$ cat config.mk
export PLATFORM = sky130hd
export DESIGN_NAME = stack_sequencer
export DESIGN_NICKNAME = d
export VERILOG_FILES = /design/src/rtl/stack_sequencer.sv
export SDC_FILE = /design/constraint.sdc
export NUM_CORES = 1
export LEC_CHECK = 0
export ABC_AREA = 1
export CAP_MARGIN = 10
export CORE_MARGIN = 2
export CORE_UTILIZATION = 57
export CTS_BUF_LIST = sky130_fd_sc_hd__clkbuf_4 sky130_fd_sc_hd__clkbuf_8
export CTS_CLUSTER_DIAMETER = 150
export DETAILED_ROUTE_END_ITERATION = 10
export PLACE_DENSITY = 0.88
export SYNTH_ARGS = -nofsm -noshare
export SYNTH_HDL_FRONTEND = slang
export SYNTH_SLANG_ARGS = --single-unit
$ cat constraint.sdc
create_clock -name clk -period 3.46 [get_ports clk]
set_input_delay 0.692 -clock clk [delete_from_list [all_inputs] [get_ports clk]]
set_output_delay 0.692 -clock clk [all_outputs]
set_load 0.02 [all_outputs]
$ cat src/rtl/stack_sequencer.sv
// stack_sequencer: turns calculator stack ops into per-cycle commands for a
// word stack built from WIDTH shift_register bit-planes. It tracks the number
// of valid entries and refuses ops that would overflow or underflow the stack.
// Command encodings mirror the STACK_MODE_* values the planes decode.

module stack_sequencer #(
  parameter  int WIDTH = 8,
  parameter  int DEPTH = 8,
  localparam int DW    = $clog2(DEPTH + 1)
) (
  input  logic             clk,
  input  logic             rst,
  input  logic             op_valid,
  input  logic [2:0]       op,
  input  logic [WIDTH-1:0] op_data,
  output logic             op_ready,
  input  logic [WIDTH-1:0] stk_top0,
  input  logic [WIDTH-1:0] stk_top1,
  output logic [2:0]       stk_mode,
  output logic [WIDTH-1:0] stk_d,
  output logic [DW-1:0]    depth,
  output logic             err_ovf,
  output logic             err_udf
);

  // Plane command encodings
  localparam logic [2:0] STACK_MODE_IDLE  = 3'd0;
  localparam logic [2:0] STACK_MODE_PUSH  = 3'd1;
  localparam logic [2:0] STACK_MODE_POP   = 3'd2;
  localparam logic [2:0] STACK_MODE_SWAP  = 3'd3;
  localparam logic [2:0] STACK_MODE_RESET = 3'd4;

  // Op encodings from the decoder
  localparam logic [2:0] OP_NOP   = 3'd0;
  localparam logic [2:0] OP_PUSH  = 3'd1;
  localparam logic [2:0] OP_POP   = 3'd2;
  localparam logic [2:0] OP_SWAP  = 3'd3;
  localparam logic [2:0] OP_DUP   = 3'd4;
  localparam logic [2:0] OP_ADD   = 3'd5;
  localparam logic [2:0] OP_SUB   = 3'd6;
  localparam logic [2:0] OP_CLEAR = 3'd7;

  localparam logic [DW-1:0] DEPTH_FULL = DW'(DEPTH);
  localparam logic [DW-1:0] DEPTH_ONE  = DW'(1);
  localparam logic [DW-1:0] DEPTH_TWO  = DW'(2);
  localparam logic [DW-1:0] DEPTH_ZERO = DW'(0);

  typedef enum logic [2:0] {
    S_INIT       = 3'd0,
    S_IDLE       = 3'd1,
    S_ISSUE      = 3'd2,
    S_ARITH_P1   = 3'd3,
    S_ARITH_P2   = 3'd4,
    S_ARITH_PUSH = 3'd5
  } state_t;

  state_t           state_r;
  logic [2:0]       stk_mode_r;
  logic [WIDTH-1:0] stk_d_r;
  logic [WIDTH-1:0] result_r;
  logic [DW-1:0]    depth_r;
  logic             err_ovf_r;
  logic             err_udf_r;
  logic             op_ready_r;

  logic             accept_s;
  logic             ovf_s;
  logic             udf_s;
  logic [WIDTH-1:0] sum_s;
  logic [WIDTH-1:0] diff_s;

  // Legality of the presented op against the current depth, plus the
  // arithmetic result that ADD/SUB latch at accept (carry/borrow dropped).
  always_comb begin
    accept_s = op_valid && op_ready_r;
    ovf_s    = 1'b0;
    udf_s    = 1'b0;
    sum_s    = stk_top1 + stk_top0;
    diff_s   = stk_top1 - stk_top0;
    case (op)
      OP_PUSH, OP_DUP: ovf_s = (depth_r >= DEPTH_FULL);
      OP_POP:          udf_s = (depth_r < DEPTH_ONE);
      OP_SWAP, OP_ADD, OP_SUB: udf_s = (depth_r < DEPTH_TWO);
      default: begin
        ovf_s = 1'b0;
        udf_s = 1'b0;
      end
    endcase
  end

  // Sequencer FSM: every output is registered so a command is presented for
  // exactly the cycle after the edge on which it was decided.
  always_ff @(posedge clk or posedge rst) begin
    if (rst) begin
      state_r    <= S_INIT;
      stk_mode_r <= STACK_MODE_IDLE;
      stk_d_r    <= {WIDTH{1'b0}};
      result_r   <= {WIDTH{1'b0}};
      depth_r    <= DEPTH_ZERO;
      err_ovf_r  <= 1'b0;
      err_udf_r  <= 1'b0;
      op_ready_r <= 1'b0;
    end else begin
      case (state_r)
        // Planes have no reset of their own: clear them through the same
        // one-cycle ISSUE slot that CLEAR uses.
        S_INIT: begin
          stk_mode_r <= STACK_MODE_RESET;
          depth_r    <= DEPTH_ZERO;
          op_ready_r <= 1'b0;
          state_r    <= S_ISSUE;
        end
        S_IDLE: begin
          stk_mode_r <= STACK_MODE_IDLE;
          if (accept_s) begin
            if (ovf_s) begin
              err_ovf_r <= 1'b1;
            end else if (udf_s) begin
              err_udf_r <= 1'b1;
            end else begin
              case (op)
                OP_PUSH: begin
                  stk_mode_r <= STACK_MODE_PUSH;
                  stk_d_r    <= op_data;
                  depth_r    <= depth_r + DEPTH_ONE;
                  op_ready_r <= 1'b0;
                  state_r    <= S_ISSUE;
                end
                OP_DUP: begin
                  stk_mode_r <= STACK_MODE_PUSH;
                  stk_d_r    <= stk_top0;
                  depth_r    <= depth_r + DEPTH_ONE;
                  op_ready_r <= 1'b0;
                  state_r    <= S_ISSUE;
                end
                OP_POP: begin
                  stk_mode_r <= STACK_MODE_POP;
                  depth_r    <= depth_r - DEPTH_ONE;
                  op_ready_r <= 1'b0;
                  state_r    <= S_ISSUE;
                end
                OP_SWAP: begin
                  stk_mode_r <= STACK_MODE_SWAP;
                  op_ready_r <= 1'b0;
                  state_r    <= S_ISSUE;
                end
                OP_CLEAR: begin
                  stk_mode_r <= STACK_MODE_RESET;
                  depth_r    <= DEPTH_ZERO;
                  err_ovf_r  <= 1'b0;
                  err_udf_r  <= 1'b0;
                  op_ready_r <= 1'b0;
                  state_r    <= S_ISSUE;
                end
                OP_ADD, OP_SUB: begin
                  // Depth follows each command: -1 here, -1 at P1, +1 at P2.
                  result_r   <= (op == OP_ADD) ? sum_s : diff_s;
                  stk_mode_r <= STACK_MODE_POP;
                  depth_r    <= depth_r - DEPTH_ONE;
                  op_ready_r <= 1'b0;
                  state_r    <= S_ARITH_P1;
                end
                default: begin
                  // NOP: consumed with no effect
                  state_r <= S_IDLE;
                end
              endcase
            end
          end else begin
            state_r <= S_IDLE;
          end
        end
        S_ISSUE: begin
          stk_mode_r <= STACK_MODE_IDLE;
          op_ready_r <= 1'b1;
          state_r    <= S_IDLE;
        end
        S_ARITH_P1: begin
          stk_mode_r <= STACK_MODE_POP;
          depth_r    <= depth_r - DEPTH_ONE;
          state_r    <= S_ARITH_P2;
        end
        S_ARITH_P2: begin
          stk_mode_r <= STACK_MODE_PUSH;
          stk_d_r    <= result_r;
          depth_r    <= depth_r + DEPTH_ONE;
          state_r    <= S_ARITH_PUSH;
        end
        S_ARITH_PUSH: begin
          stk_mode_r <= STACK_MODE_IDLE;
          op_ready_r <= 1'b1;
          state_r    <= S_IDLE;
        end
        default: begin
          stk_mode_r <= STACK_MODE_IDLE;
          op_ready_r <= 1'b0;
          state_r    <= S_INIT;
        end
      endcase
    end
  end

  assign op_ready = op_ready_r;
  assign stk_mode = stk_mode_r;
  assign stk_d    = stk_d_r;
  assign depth    = depth_r;
  assign err_ovf  = err_ovf_r;
  assign err_udf  = err_udf_r;

endmodule

* After elaboration in Yosys (flattened, before gate mapping)
Cells that the tools add are included.
** Operators by class
- Bitwise operators :: 3
- Shift operators :: 0
- Equal/unequal tests :: 21
- Divide/modulo/power cells :: 0
- Add/subtract/negate cells :: 4
- Reductions and logical operators :: 21
- $mul :: 0
- Multiplexer cells :: 32
- $lt $le $gt $ge :: 3
** Operators with widths (count)
- 8-bit two-way mux :: 4
- 8-bit case mux with 2 select lines :: 2
- 3-bit case mux with 4 select lines :: 2
- 5-bit AND reduction :: 4
- 3-bit == test, second input constant :: 6
- 3-bit two-way mux :: 6
- 4-bit case mux with 4 select lines :: 1
- 3-bit case mux with 5 select lines :: 1
- 3-bit by 2-bit == test with 1-bit output, second input constant :: 4
- 4-bit two-way mux :: 3
- 4-bit case mux with 3 select lines :: 1
- 2-bit inequality test, second input constant :: 5
- 1-bit two-way mux :: 9
- 8-bit adder :: 1
- 4-bit AND reduction :: 2
- 2-bit OR reduction :: 4
- 8-bit subtractor :: 1
- 7-bit OR reduction :: 1
- 3-bit by 1-bit == test with 1-bit output, second input constant :: 2
- 3-bit inequality test, second input constant :: 2
- 2-bit nonzero test :: 3
- 3-bit OR reduction :: 2
- 5-bit OR reduction :: 1
- 4-bit by 1-bit adder with 4-bit output, second input constant :: 1
- 14 further kinds :: 16
** Storage, ports and cells
- Output and inout port bits :: 18
- Bits in writable memories :: 0
- ROM bits :: 0
- Bits of input ports :: 30
- Bits in registers :: 29
- Logic and storage cells :: 92
- Bits in latches :: 0
- Memories :: 0

* Longest topological paths before layout
Gate-level depths: netlist of run 1.
- Word-level depth :: 7
- Gate-level depth with buffers :: 17
- Gate-level depth less buffers :: 17

* Worst setup path before layout of run 1
OpenSTA, ideal clock, no wires.
- Kind :: input to register
- Start :: input port op[0]
- End :: register result_r[5]
- Library setup time :: 0.117 ns
- Cell stages on the path :: 13
- Arrival time :: 2.328 ns
- Required time :: 3.343 ns
- Path slack :: 1.015 ns
- Path buffers :: 1
- Path through :: buf_4 nand3_2 inv_1 or2_2 xor2_1 ha_1 a21oi_1 nand2_1 nand2_1 nand2_1 xor2_1 nand2_1 nand2_1
** On the way
- Longest elaborated chain between the ends :: 5
** Ends and longest elaborated chain
- start, declared :: line 14 : input logic [2:0] op,
- 3-bit == test, or another cell as far along :: line 80, 121, 157
- 3-bit OR reduction / 2-bit OR reduction (equally long branches)
- 1-bit case mux with 2 select lines / 1-bit two-way mux (equally long branches) :: line 80 : case (op)
- 1-bit NOT (no source line)
- 5-bit AND reduction (no source line)
- end signal, assigned :: line 98 : result_r <= {WIDTH{1'b0}};
- end signal, assigned :: line 157 : result_r <= (op == OP_ADD) ? sum_s : diff_s;
- end, declared :: line 60 : logic [WIDTH-1:0] result_r;
Parallel ways exist; a longest one is shown, timed or not.
A chain may end at the register's enable or synchronous reset.

* Worst setup path in the final report of run 1
- Start :: input port op[1]
- End :: register result_r[5]
The elaborated chain is that of the path after synthesis.

==> impl_results.md, run 1 <==
- Hold Path Class: flop to flop
- H-tree Lvls: 2
- Die Height: 67.5 um
- Max clock buf depth: 2
- Setup TNS after final layout: 0 ns
- Status: finished, final reports clean
- Critical path startpoint: op[1]
- Post-synth cell types: 31
- Initial drt markers: 139
- Total power: 1960 uW
- Drt via density: 5.38
- Overall die area: 4560 um^2
- DR pass1 iterations: 4
- Worst Reg-to-Reg Cells: 6
- Std-Cell Rows: 23
- Final Hold Viols: 0
- Slowest cell on crit path: clkdlybuf4s50_1
- Crit-path cells: clkdlybuf4s50_1 > inv_2 > nand3_2 > inv_1 > or2_2 > xor2_1 > ha_1 > a21oi_1 > nand2_1 > nand2_1 > nand2_1 > xor2_1 > nand2_1 > nand2_1
- Clock Power Share: 14.3%
- Most frequent cell after synthesis: nand2_1
- Starting Density: 58.3%
- Syn_nets: 369
- Largest net degree at the start of global routing: 30
- Fin. max-slew vios: 0
- Initial antenna violation count: 0
- Synth Instances: 328
- Crit path max fanout: 8
- Leakage power total: 0.00154 uW
- Die Width: 67.5 um
- GRT Resource Usage Total: 28.1%
- Drt total wl: 5800 um
- Register-to-register setup slack: 1.60 ns
- Crit path capture: result_r[5]$_DFFE_PP0P_
- PD cells: 678 nW/um^2
- Combinational power share: 55.3%
- Core ar.: 3940 um^2
- Post-DP HPWL: 4610 um
- Max-Cap Viols: 0
- Post-synth EDFFs: 0
- Yosys top cell by area: dfrtp_1
- Critical path required time: 3.64 ns
- Flops & latches, synth: 29
- Worst r2r src: state_r[1]$_DFFE_PP0P_
- Post-route minimum period: 2.88 ns
- Cell Int Power: 1080 uW
- Endpoints failing setup: 0
- Synth warn: 0
- Final ANT Viol Nets: 0
- Port Buffers: 47
- Mapped Area: 2300 um^2
- RSZ-0062 raised after global routing: false
- Switching Share: 45.1%
- F_max: 347 MHz
- Synth cell count leaders: 117 x nand2_1, 32 x inv_1, 29 x dfrtp_1, 29 x nand3_1, 20 x nor2_1
- Ant. Diodes: 0
- First-pass GRT wire length: 9630 um
- Slowest stage delay, CP: 0.61 ns
- Gp weighted congestion: 0.931
- TritonCTS buffer count: 5
- Critical Path AT: 3.06 ns
- Period utilization: 83.3%
- Worst skew pair latency: 0.28 ns
- # placed instances: 421
- Worst slew pin tran: 0.707 ns
- Most used cell, CP: nand2_1
- Synth top area share: 31.6%
- Drt wl/cell: 13.5 um
- CP endpoint kind: flop
- Via count of the first global-routing pass: 2183
- DR DRC count: 0
- CTS tree: done
- Clk pin slew, worst setup/hold paths: 0.06 ns
- Cts hold-fix bufs: 0
- Post-CTS setup buffers: 0
- Grt total ovfl: 0
- Critical Path Source Type: primary input
- Rel. slew slack: 52.8%
- Clk sinks: 29
- Main flop type after synthesis: dfrtp_1
- R2r endpoint: stk_d[0]$_DFFE_PP0P_
- Fin Clk Skew: 0.00402 ns
- Post-cts sizing count: 0
- Post-synthesis sequential area ratio: 31.6%
- Vias: 2306
- Max VDD drop: 0.000433 V
- Share of post-route cells with drive strength above 1: 11.9%
- IO Pins: 48
- Setup CP Type: primary input to flop
- Switching pwr: 885 uW
- Synth area leaders: dfrtp_1 32%, nand2_1 19%, nand3_1 6.3%, ha_1 5.4%, nand3_2 5.2%
- Area grow syn2layout: 26.0%
- Syn Area/Cell: 7.01 um^2
- Finished Layout Cells: 429
- Seq pwr share: 30.4%
- Ys async rst share: 100%
- # nets final: 419
- Clk root buf: clkbuf_8
-- cells in the final DEF (no fill, tap or decap), types with 5 or more instances in the layout --
cell and n:
a21oi_1 9, a31oi_1 9, clkbuf_8 5, clkdlybuf4s50_1 47
dfrtp_1 29, ha_1 10, inv_1 32, inv_2 6
nand2_1 117, nand2_2 5, nand3_1 29, nand3_2 12
nor2_1 20, o21ai_0 5, xnor2_1 6, xor2_1 7
-- per-layer routing --
metal  vias up  part of all wire, %  global-route usage, %
met5         -                    0                      0
met4         0                  1.8                   7.91
met3        13                  7.4                   5.33
met2        95                   50                   50.1
met1      1045                   41                   34.3
li1       1153                    -                      -
-- state kept, by name, indices dropped and copies added, names as in the netlist --
signal    flops
depth         4
err_ovf       1
err_udf       1
op_ready      1
result_r      8
state_r       3
stk_d         8
stk_mode      3
-- metrics by stage --
| stage | setup slack (ns) | hold WS [ns] | utilization [%] | cell area, um^2 |
|---|---|---|---|---|
| 3_3_place_gp | 0.420 | 0.458 | 71.3 | 2810 |
| 6_report | 0.578 | 0.478 | 73.5 | 2900 |
| 3_5_place_dp | 0.311 | 0.463 | 71.3 | 2810 |
| 2_1_floorplan | 1.02 | 0.450 | - | 2300 |
| 4_1_cts | 0.602 | 0.481 | 73.5 | 2900 |
| 5_1_grt | 0.424 | 0.502 | 73.5 | 2900 |
-- power groups by stage --
stage          logic (uW)  clock network [uW]  registers [uW]
2_1_floorplan         640                   0             687
3_3_place_gp         1050                   0             597
3_5_place_dp         1080                   0             599
4_1_cts              1090                 284             596
5_1_grt              1210                 300             616
6_report             1090                 281             596
-- cell type report --
class                      instances  area, um^2
timing repair buffer              50         493
clock buffer                       6        76.3
tap                               50        62.6
sequential                        29         726
fill                             334        1050
multi-input combinational        254        1390
clock inverter                     2        10.0
inverter                          38         143
-- worst min-delay path by stage --
stage                       startpoint                      end  slack (ns)  cells past startpoint
3_5_place_dp      stk_d[4]$_DFFE_PP0P_     stk_d[4]$_DFFE_PP0P_        0.46                      2
6_report          stk_d[4]$_DFFE_PP0P_     stk_d[4]$_DFFE_PP0P_        0.48                      2
5_1_grt        result_r[1]$_DFFE_PP0P_  result_r[1]$_DFFE_PP0P_        0.50                      2
2_1_floorplan  result_r[1]$_DFFE_PP0P_  result_r[1]$_DFFE_PP0P_        0.45                      2
4_1_cts           stk_d[4]$_DFFE_PP0P_     stk_d[4]$_DFFE_PP0P_        0.48                      2
3_3_place_gp      stk_d[0]$_DFFE_PP0P_     stk_d[0]$_DFFE_PP0P_        0.46                      2
-- cell families (layout without fill, tap and decap cells) --
family                   count (synthesis)  in the layout  synth area share, %
buffers and inverters                   45             96                 8.16
AO/OA/AOI/OAI                           30             30                 7.62
AND/OR/NAND/NOR                        200            200                 41.4
adder cells (fa/ha/maj)                 11             11                 6.31
flip-flops                              29             29                 31.6
XOR/XNOR                                13             13                 4.95
-- critical path: cells and delay by family --
kind	cells	cell delay (ns)
xor+xnor	2	0.29
buf+inv	3	0.76
compound gates	1	0.16
fa+ha+maj	1	0.35
simple gates	7	0.80
No activity file was read; power rests on OpenSTA's default activity.
==> inputs of run 2 (changes only) <==
CORE_UTILIZATION = 48   (was 57)
PLACE_DENSITY = 0.79   (was 0.88)
clock period = 2.6 ns   (was 3.46 ns; I/O delays follow)
==> impl_results.md, run 2 (synthesized netlist as in run 1, its figures left out) <==
- Status: finished, final reports clean (unchanged)
- CTS tree: done (unchanged)
- Grt total ovfl: 0 (unchanged)
- Commonest non-fill, non-tap cells in the layout: 117 x nand2_1, 45 x clkdlybuf4s50_1, 31 x inv_1 (was 117 x nand2_1, 47 x clkdlybuf4s50_1, 32 x inv_1)
- Via count of the first global-routing pass: 2299 (was 2183)
- F_max: 407 MHz
- TritonCTS buffer count: 5 (unchanged)
- Leakage power total: 0.00165 uW (was 0.00154 uW)
- Worst slack, placed: -0.202 ns (was 0.311 ns)
- Hold path cells: 2 (unchanged)
- Critical Path Source Type: primary input (unchanged)
- Starting Density: 49.3% (was 58.3%)
- CP endpoint kind: flop (unchanged)
- Worst skew pair latency: 0.28 ns (about the same)
- Fin Clk Skew: 0.00535 ns (was 0.00402 ns)
- Drt via density: 5.16 (was 5.38)
- DR DRC count: 0 (unchanged)
- Final Hold Viols: 0 (unchanged)
- Period utilization: 94.5%
- Ant. Diodes: 0 (unchanged)
- Share of post-route cells with drive strength above 1: 16.4% (was 11.9%)
- Setup CP Type: primary input to flop (unchanged)
- Setup ws final: 0.144 ns (was 0.578 ns)
- Drt total wl: 5650 um (was 5800 um)
- Max VDD drop: 0.000675 V (was 0.000433 V)
- Die Height: 73.2 um (was 67.5 um)
- Rel. slew slack: 54.8% (was 52.8%)
- Slowest stage delay, CP: 0.49 ns (was 0.61 ns)
- GRT Resource Usage Total: 22.8% (was 28.1%)
- Gp weighted congestion: 0.869 (was 0.931)
- Overall die area: 5360 um^2 (was 4560 um^2)
- Layout fillers: 416 (was 334)
- Post-route minimum period: 2.46 ns
- Commonest non-fill, non-tap cell in the layout: nand2_1 (unchanged)
- Initial antenna violation count: 0 (unchanged)
- Finished Layout Cells: 450 (was 429)
- PD cells: 875 nW/um^2 (was 678 nW/um^2)
- Hold Path Class: flop to flop (unchanged)
- Area grow syn2layout: 33.0% (was 26.0%)
- Clk root buf: clkbuf_8 (unchanged)
- Max-Cap Viols: 0 (unchanged)
- Post-DP HPWL: 4450 um (was 4610 um)
- First-pass GRT wire length: 9670 um (was 9630 um)
- Hold slack: 0.471 ns (was 0.478 ns)
- RSZ-0062 raised after global routing: false (unchanged)
- H-tree Lvls: 2 (unchanged)
- Clk sinks: 29 (unchanged)
- Critical Path AT: 2.63 ns (was 3.06 ns)
- Worst slew pin tran: 0.676 ns (was 0.707 ns)
- Slowest cell on crit path: clkdlybuf4s50_1 (unchanged)
- Clk pin slew, worst setup/hold paths: 0.06 ns (about the same)
- Drt wl/cell: 12.6 um (was 13.5 um)
- Core ar.: 4660 um^2 (was 3940 um^2)
- Die Width: 73.2 um (was 67.5 um)
- Crit path max-delay family: simple AND/OR/NAND/NOR gates (unchanged)
- Max clock buf depth: 2 (unchanged)
- Largest net degree at the start of global routing: 30 (unchanged)
- Crit-path cells: clkdlybuf4s50_1 > inv_2 > nand3_2 > inv_1 > or2_2 > xor2_1 > ha_1 > a21oi_1 > nand2_1 > nand2_1 > nand2_1 > xor2_1 > nand2_1 > nand2_1 (unchanged)
- Critical path required time: 2.77 ns (was 3.64 ns)
- Crit. path cell count: 14 (unchanged)
- Worst Reg-to-Reg Cells: 6 (unchanged)
- Most used cell, CP: nand2_1 (unchanged)
- Port Buffers: 47 (unchanged)
- # placed instances: 441 (was 421)
- IO Pins: 48 (unchanged)
- Crit path max fanout: 4 (was 8)
- Final ANT Viol Nets: 0 (unchanged)
- Vias: 2320 (was 2306)
- Crit path buf inv count: 3 (unchanged)
- Endpoints failing setup: 0 (unchanged)
- Std-Cell Rows: 25 (was 23)
- Fin. max-slew vios: 0 (unchanged)
- DR pass1 iterations: 4 (unchanged)
- # nets final: 436 (was 419)
- Initial drt markers: 161 (was 139)
-- run 2: cell count changes in the layout (fill, tap and decap cells not counted), sizes merged --
| cell | previous run | this run |
|---|---|---|
| clkinv | 2 | 1 |
| dlymetal6s2s | 0 | 2 |
| buf | 3 | 20 |
| clkbuf | 6 | 7 |
| clkdlybuf4s50 | 47 | 45 |
-- run 2: tightest hold or removal path: cells and delay by family (launching register included) --
family | cells | cell delay, ns
flip-flops | 1 | 0.34
AND/OR/NAND/NOR | 2 | 0.10
-- run 2: what timing repair did --
item,CTS,global route
setup buffers,0,1
hold buffers,0,0
setup endpoints to repair,0,1
resized for setup,0,5
-- run 2: final cells by class --
cell class / count / area [um^2] / share of cell area [%]
clock buffer: 7 / 96.3 / 3.15
clock inverter: 1 / 5.00 / 0.164
inverter: 38 / 143 / 4.66
multi-input combinational: 254 / 1400 / 45.6
sequential: 29 / 726 / 23.7
tap: 54 / 67.6 / 2.21
timing repair buffer: 67 / 626 / 20.5
-- run 2: through the flow --
step / area (um^2) / power [uW] / setup TNS [ns] / util, %
3_3_place_gp: 2940 / 2230 / -0.337 / 63.0
6_report: 3060 / 2680 / 0 / 65.6
2_1_floorplan: 2300 / 1770 / 0 / -
4_1_cts: 3040 / 2680 / 0 / 65.2
3_5_place_dp: 2940 / 2260 / -0.697 / 63.0
5_1_grt: 3060 / 2900 / 0 / 65.6
-- run 2: final timing paths --
check                                       startpoint                 endpoint  slack [ns]
max in group asynchronous                          rst  result_r[6]$_DFFE_PP0P_        1.73
min in group asynchronous                          rst     stk_d[7]$_DFFE_PP0P_        0.60
worst max-delay path                             op[1]  result_r[5]$_DFFE_PP0P_        0.14
worst min register to register    stk_d[0]$_DFFE_PP0P_     stk_d[0]$_DFFE_PP0P_        0.47
worst min-delay path              stk_d[0]$_DFFE_PP0P_     stk_d[0]$_DFFE_PP0P_        0.47
worst max register to register  state_r[1]$_DFFE_PP0P_     stk_d[5]$_DFFE_PP0P_        0.80
-- run 2: power breakdown --
group	internal (uW)	leakage, uW	switching (uW)
logic	612	0.00123	855
clock network	239	0.0000542	177
registers	651	0.000367	142
total	1500	0.00165	1170
-- run 2: layer usage --
| layer | up-vias | GRT usage (%) | share of wire (%) |
|---|---|---|---|
| li1 | 1186 | - | - |
| met1 | 1046 | 27.9 | 44 |
| met2 | 73 | 39.7 | 48 |
| met3 | 15 | 4.83 | 5.6 |
| met4 | 0 | 7.20 | 2.0 |
| met5 | - | 0 | 0 |
